### src/rtl/tdm_demux.sv
// tdm_demux: two-channel serial TDM demultiplexer; words arrive LSB first.
// Ports: clk, rst_n, in, Sel, in_valid, flush -> Q0, Q1, Q0_valid, Q1_valid, par_err.
// Build option TDM_DEMUX_PARITY_EN: each word carries a trailing even-parity bit.
module tdm_demux #(
  parameter int W = 8
) (
  input  logic         clk,
  input  logic         rst_n,
  input  logic         in,
  input  logic         Sel,
  input  logic         in_valid,
  input  logic         flush,
  output logic [W-1:0] Q0,
  output logic [W-1:0] Q1,
  output logic         Q0_valid,
  output logic         Q1_valid,
  output logic         par_err
);

  localparam int CW = $clog2(W + 1);
`ifdef TDM_DEMUX_PARITY_EN
  localparam int SW   = W;
  localparam int LAST = W;
`else
  // The final data bit bypasses the register straight into Q,
  // so only W-1 bits need storing.
  localparam int SW   = W - 1;
  localparam int LAST = W - 1;
`endif
  localparam logic [CW-1:0] LAST_C = CW'(LAST);

  logic [SW-1:0] sr  [2];
  logic [CW-1:0] cnt [2];
  logic [SW-1:0] sr_shift;
  logic [W-1:0]  word;
  logic          last;
  logic          good;

`ifdef TDM_DEMUX_PARITY_EN
  logic          par [2];
  logic          perr;
`endif

  always_comb begin
    sr_shift = {in, sr[Sel][SW-1:1]};
    last     = (cnt[Sel] == LAST_C);
`ifdef TDM_DEMUX_PARITY_EN
    word     = sr[Sel];
    good     = ~(par[Sel] ^ in);
`else
    word     = {in, sr[Sel]};
    good     = 1'b1;
`endif
  end

  always_ff @(posedge clk or negedge rst_n) begin
    if (!rst_n) begin
      for (int c = 0; c < 2; c++) begin
        sr[c]  <= '0;
        cnt[c] <= '0;
`ifdef TDM_DEMUX_PARITY_EN
        par[c] <= 1'b0;
`endif
      end
      Q0       <= '0;
      Q1       <= '0;
      Q0_valid <= 1'b0;
      Q1_valid <= 1'b0;
`ifdef TDM_DEMUX_PARITY_EN
      perr     <= 1'b0;
`endif
    end else begin
      Q0_valid <= 1'b0;
      Q1_valid <= 1'b0;
`ifdef TDM_DEMUX_PARITY_EN
      perr     <= 1'b0;
`endif
      if (flush) begin
        for (int c = 0; c < 2; c++) begin
          sr[c]  <= '0;
          cnt[c] <= '0;
`ifdef TDM_DEMUX_PARITY_EN
          par[c] <= 1'b0;
`endif
        end
      end else if (in_valid) begin
        if (last) begin
          cnt[Sel] <= '0;
          sr[Sel]  <= '0;
`ifdef TDM_DEMUX_PARITY_EN
          par[Sel] <= 1'b0;
          if (!good) perr <= 1'b1;
`endif
          if (good) begin
            if (Sel) begin
              Q1       <= word;
              Q1_valid <= 1'b1;
            end else begin
              Q0       <= word;
              Q0_valid <= 1'b1;
            end
          end
        end else begin
          cnt[Sel] <= cnt[Sel] + 1'b1;
          sr[Sel]  <= sr_shift;
`ifdef TDM_DEMUX_PARITY_EN
          par[Sel] <= par[Sel] ^ in;
`endif
        end
      end
    end
  end

`ifdef TDM_DEMUX_PARITY_EN
  assign par_err = perr;
`else
  assign par_err = 1'b0;
`endif

endmodule

### config.mk
export PLATFORM = sky130hd
export DESIGN_NAME = tdm_demux
export DESIGN_NICKNAME = d
export VERILOG_FILES = /design/src/rtl/tdm_demux.sv
export SDC_FILE = /design/constraint.sdc
export NUM_CORES = 1
export LEC_CHECK = 0
export CAP_MARGIN = 40
export CORE_UTILIZATION = 53
export DETAILED_ROUTE_END_ITERATION = 6
export GPL_ROUTABILITY_DRIVEN = 0
export GPL_TIMING_DRIVEN = 0
export HOLD_SLACK_MARGIN = 0.08
export PLACE_DENSITY = 0.82
export SYNTH_ARGS = -nofsm -noshare
export SYNTH_HDL_FRONTEND = slang
export SYNTH_SLANG_ARGS = --single-unit
### constraint.sdc
create_clock -name clk -period 2.2 [get_ports clk]
set_input_delay 0.66 -clock clk [delete_from_list [all_inputs] [get_ports clk]]
set_output_delay 0.66 -clock clk [all_outputs]
set_load 0.03 [all_outputs]
* Word level (Yosys, flattened, before mapping)
Cells that the tools add are included.
** Word-level totals
- Register bits after elaboration :: 40
- Output and inout bits :: 19
** Operators by class
- $add $sub $neg :: 1
- Order comparisons :: 2
- Eq/ne operators :: 1
- Muxes and demuxes :: 26
- Bitwise logic cells :: 7
- Reductions and logical operators :: 4
** Operators by type and width (count)
- two-way mux 14 bit :: 3
- two-way mux 7 bit :: 4
- two-way mux 8 bit :: 3
- two-way mux 4 bit :: 4
- AND 14 bit :: 1
- bitwise mux 14 bit :: 1
- NOT 14 bit :: 1
- AND 8 bit :: 1
- bitwise mux 8 bit :: 1
- two-way mux 1 bit :: 8
- NOT 8 bit :: 1
- AND reduction 4 bit :: 2
- demux 7 bit (select 1 bit) :: 1
- adder 4 x 1 -> 4 bit, second input constant :: 1
- demux 4 bit (select 1 bit) :: 1
- equality test 4 x 3 -> 1 bit, second input constant :: 1
- greater-or-equal comparator 2 bit, second input constant :: 1
- less-than comparator 2 x 1 -> 1 bit, second input constant :: 1
- NOT 1 bit :: 2
- NOT 1 -> 2 bit :: 1
- nonzero test 2 bit :: 1
- logical AND 1 bit :: 1

* Depth between registers and ports, before layout
- Depth in word-level cells :: 10
- Depth in mapped cells :: 6

* Least setup slack after synthesis
OpenSTA, ideal clock, no wires.
- Path type :: in2reg
- Start point :: input port Sel
- End point :: register cnt[3] (netlist name)
- Library setup time :: 79 ps
- Data arrival time :: 2160 ps
- Required time :: 2121 ps
- Path slack :: -39 ps
- Cell stages on the path :: 6
- Cell sequence :: clkbuf_8 > mux2_2 > ha_1 > and3b_1 > or4_1 > mux2i_1
** On the way
- Longest elaborated chain between the ends :: 10
** Ends and longest elaborated chain
- start, declared :: line 10 : input logic Sel,
- NOT 1 -> 2 bit (implied by the code) * :: line 46, 88, 104
- branches (longest 6 deep; another with adder 4 x 1 -> 4 bit)
- two-way mux 8 bit * :: line 87 : if (last) begin
- two-way mux 8 bit * :: line 86 : end else if (in_valid) begin
- two-way mux 8 bit * :: line 78 : if (flush) begin
- end signal, assigned by index :: line 104 : cnt[Sel] <= cnt[Sel] + 1'b1;
- end, declared :: line 33 : logic [CW-1:0] cnt [2];
Mark *: on every way between the ends. The select of a mux whose other input is x is not followed.
A chain may end at the register's enable or synchronous reset.

* Final worst setup path
Ends and elaborated chain as after synthesis.

==> metrics.txt <==
run status finished clean; Root Buffer clkbuf_4; wl on met1 1490 um; crit path launch type primary input; Yosys cell types 34; # setup viols final 0; commonest cells after routing, fill and taps aside dfrtp_1, mux2_2, clkdlybuf4s50_1, a22o_1, clkbuf_4; unrepaired setup endpoints after global routing no; Peak VDD IR 0.402 mV; critical path required time 2.48 ns; hold_ws 0.398 ns; initial core utilization 0.569; ant diodes 0; P_leak 0.997 nW; # rows 20; clock buffer depth 2; Total Power 1.24 mW; Die ar. 3600 um^2; vias 1,152; fin crit share 0.977; fillers 226; drt initial violations 64; core box area 3130 um^2; Fmax 465 MHz; Mapped Cells 123; number of synthesis warnings 0; die width 60.0 um; leading cell type in the layout, fill and taps excluded dfrtp_1; area of the multi-input gates 728 um^2; R2R cell count 5; critical path endpoint category register; #FFs+latches synth 40; # IOs 25; Final Util 0.680; RR Endpoint cnt[3]; Synth top area share 0.562; Placed Cells 188; WL per Instance 17.4 um; Routed met3 length 136 um; dominant cell type by area after synthesis dfrtp_1; top routing layer used met4; global-route wire length before repair 5400 um; critical path fanouts, max 6; Overall Global Routing Usage 0.215; Skew-Pair Late Insertion Delay 0.35 ns; grt total ovfl 0; CTS H-tree lvls 2; largest net degree at the start of global routing 41; final non-filler cell total 197; met2 wire length 1700 um; critical path class primary input to register; DRT Pass-1 Iters 4; CP bufs+invs 2; area delta synth->final 19.4%; initial antenna violation count 0; synthesized area 1780 um^2; post-synthesis sequential area ratio 0.562; register clock-pin slew on the reported worst setup and hold paths 0.12 ns; Vias per Instance 5.85; maxcap violations 0; Num CTS Buffers 5; DRT antenna net count 0; Synth Area per Inst 14.5 um^2; final WL 3420 um; Synthesized Nets 130; Clock Skews 0.0164 ns; die height 60.0 um; total clock sinks 40; number of port buffers 21; Slew headroom 0.434; post-layout minimum cycle time 2.15 ns; slowest CP cell or4_4; min-delay worst type primary input to asynchronous set/reset pin; Area contributors post-synth dfrtp_1, mux2_2, a22o_1; Pwr Density 582 nW/um^2; endpoints failing hold 0; WP data arrival 2.43 ns; drt drc 0; actual slew at the worst max-slew pin 0.850 ns; Worst path max stage delay 0.50 ns; vias in the first global route 1,164; TNS Setup 0 ns; CP top delay family simple AND/OR/NAND/NOR gates; hpwl dp 2320 um; Worst R2R Start cnt[0]; layout cell share with drive strength beyond 1 0.346; CTS tree built; total stage count of the critical path 7; Storage cell area 1000 um^2; worst path cell trace clkdlybuf4s15_2 -> clkbuf_8 -> mux2_2 -> ha_4 -> and3b_2 -> or4_4 -> mux2i_1; nets 159; worst reg2reg setup slack 0.33 ns; Final Max Tran Viols 0
-- cells by family after synthesis --
kind of cell / synth area share
and+or+nand+nor: 0.104
AOI/OAI and AO/OA: 0.106
xor gates and xnor gates: 0.00984
muxes: 0.170
other: 0.00211
adders and majority gates: 0.00703
buffers and inverters: 0.0387
DFF: 0.562
-- power by group --
group	switching, mW	total, mW	internal (mW)
logic	0.0590	0.0981	0.0391
registers	0.00779	0.751	0.744
clock network	0.229	0.387	0.158
total	0.296	1.24	0.941
-- cells in the mapped netlist (all sizes together) --
| master | number |
|---|---|
| and2b | 2 |
| buf | 3 |
| nand3b | 3 |
| xor2 | 2 |
| or4 | 1 |
| nand2b | 1 |
| and3b | 2 |
| nor3 | 1 |
| a41oi | 1 |
| a22o | 16 |
| inv | 3 |
| nand2 | 2 |
| mux2i | 1 |
| o31a | 1 |
| or3 | 1 |
| dfrtp | 40 |
| nand4 | 2 |
| ha | 1 |
| a21oi | 3 |
| o41ai | 1 |
| nor4b | 1 |
| nor2 | 4 |
| conb | 1 |
| nand4b | 1 |
| mux2 | 26 |
| clkbuf | 2 |
| nand3 | 1 |
-- sequential cells by signal (all words and copies together), names as in the netlist --
register	flops
Q0_valid	1
cnt	8
Q1	8
Q0	8
sr	14
Q1_valid	1
-- layout make-up --
type / instances / area share
Tap cell: 44 / 0.0259
Inverter: 3 / 0.00530
Clock buffer: 8 / 0.0277
Timing Repair Buffer: 22 / 0.101
Sequential cell: 40 / 0.471
Buffer: 5 / 0.0271
Multi-Input combinational cell: 75 / 0.343
-- worst max-delay path by stage --
stage | from | endpoint | slack, ns
after global routing | Sel | cnt[3] | 0.03
after detailed placement | Sel | cnt[3] | -0.75
final | Sel | cnt[3] | 0.05
after global placement | Sel | cnt[3] | -0.65
after floorplan | Sel | cnt[3] | 0.003
after CTS | Sel | cnt[3] | 0.02
-- what timing repair did --
action / 4_1_cts / 5_1_grt
endpoints found under the setup margin: 36 / 1
pin swaps: 0 / 0
resized for setup: 3 / 3
setup buffers: 1 / 0
hold buffers: 0 / 0
-- stage by stage --
stage,cell area (um^2),setup slack [ns]
floorplan,1780,0.00278
finish,2130,0.0510
global route,2130,0.0267
global placement,2050,-0.652
detailed placement,2040,-0.753
CTS,2110,0.0204
-- per-layer routing --
layer  up-vias  global-route usage
met5         -                   0
met4         0               0.120
met2        38               0.333
met1       590               0.281
li1        514                   -
met3        10              0.0455
No activity file was read; power rests on OpenSTA's default activity.
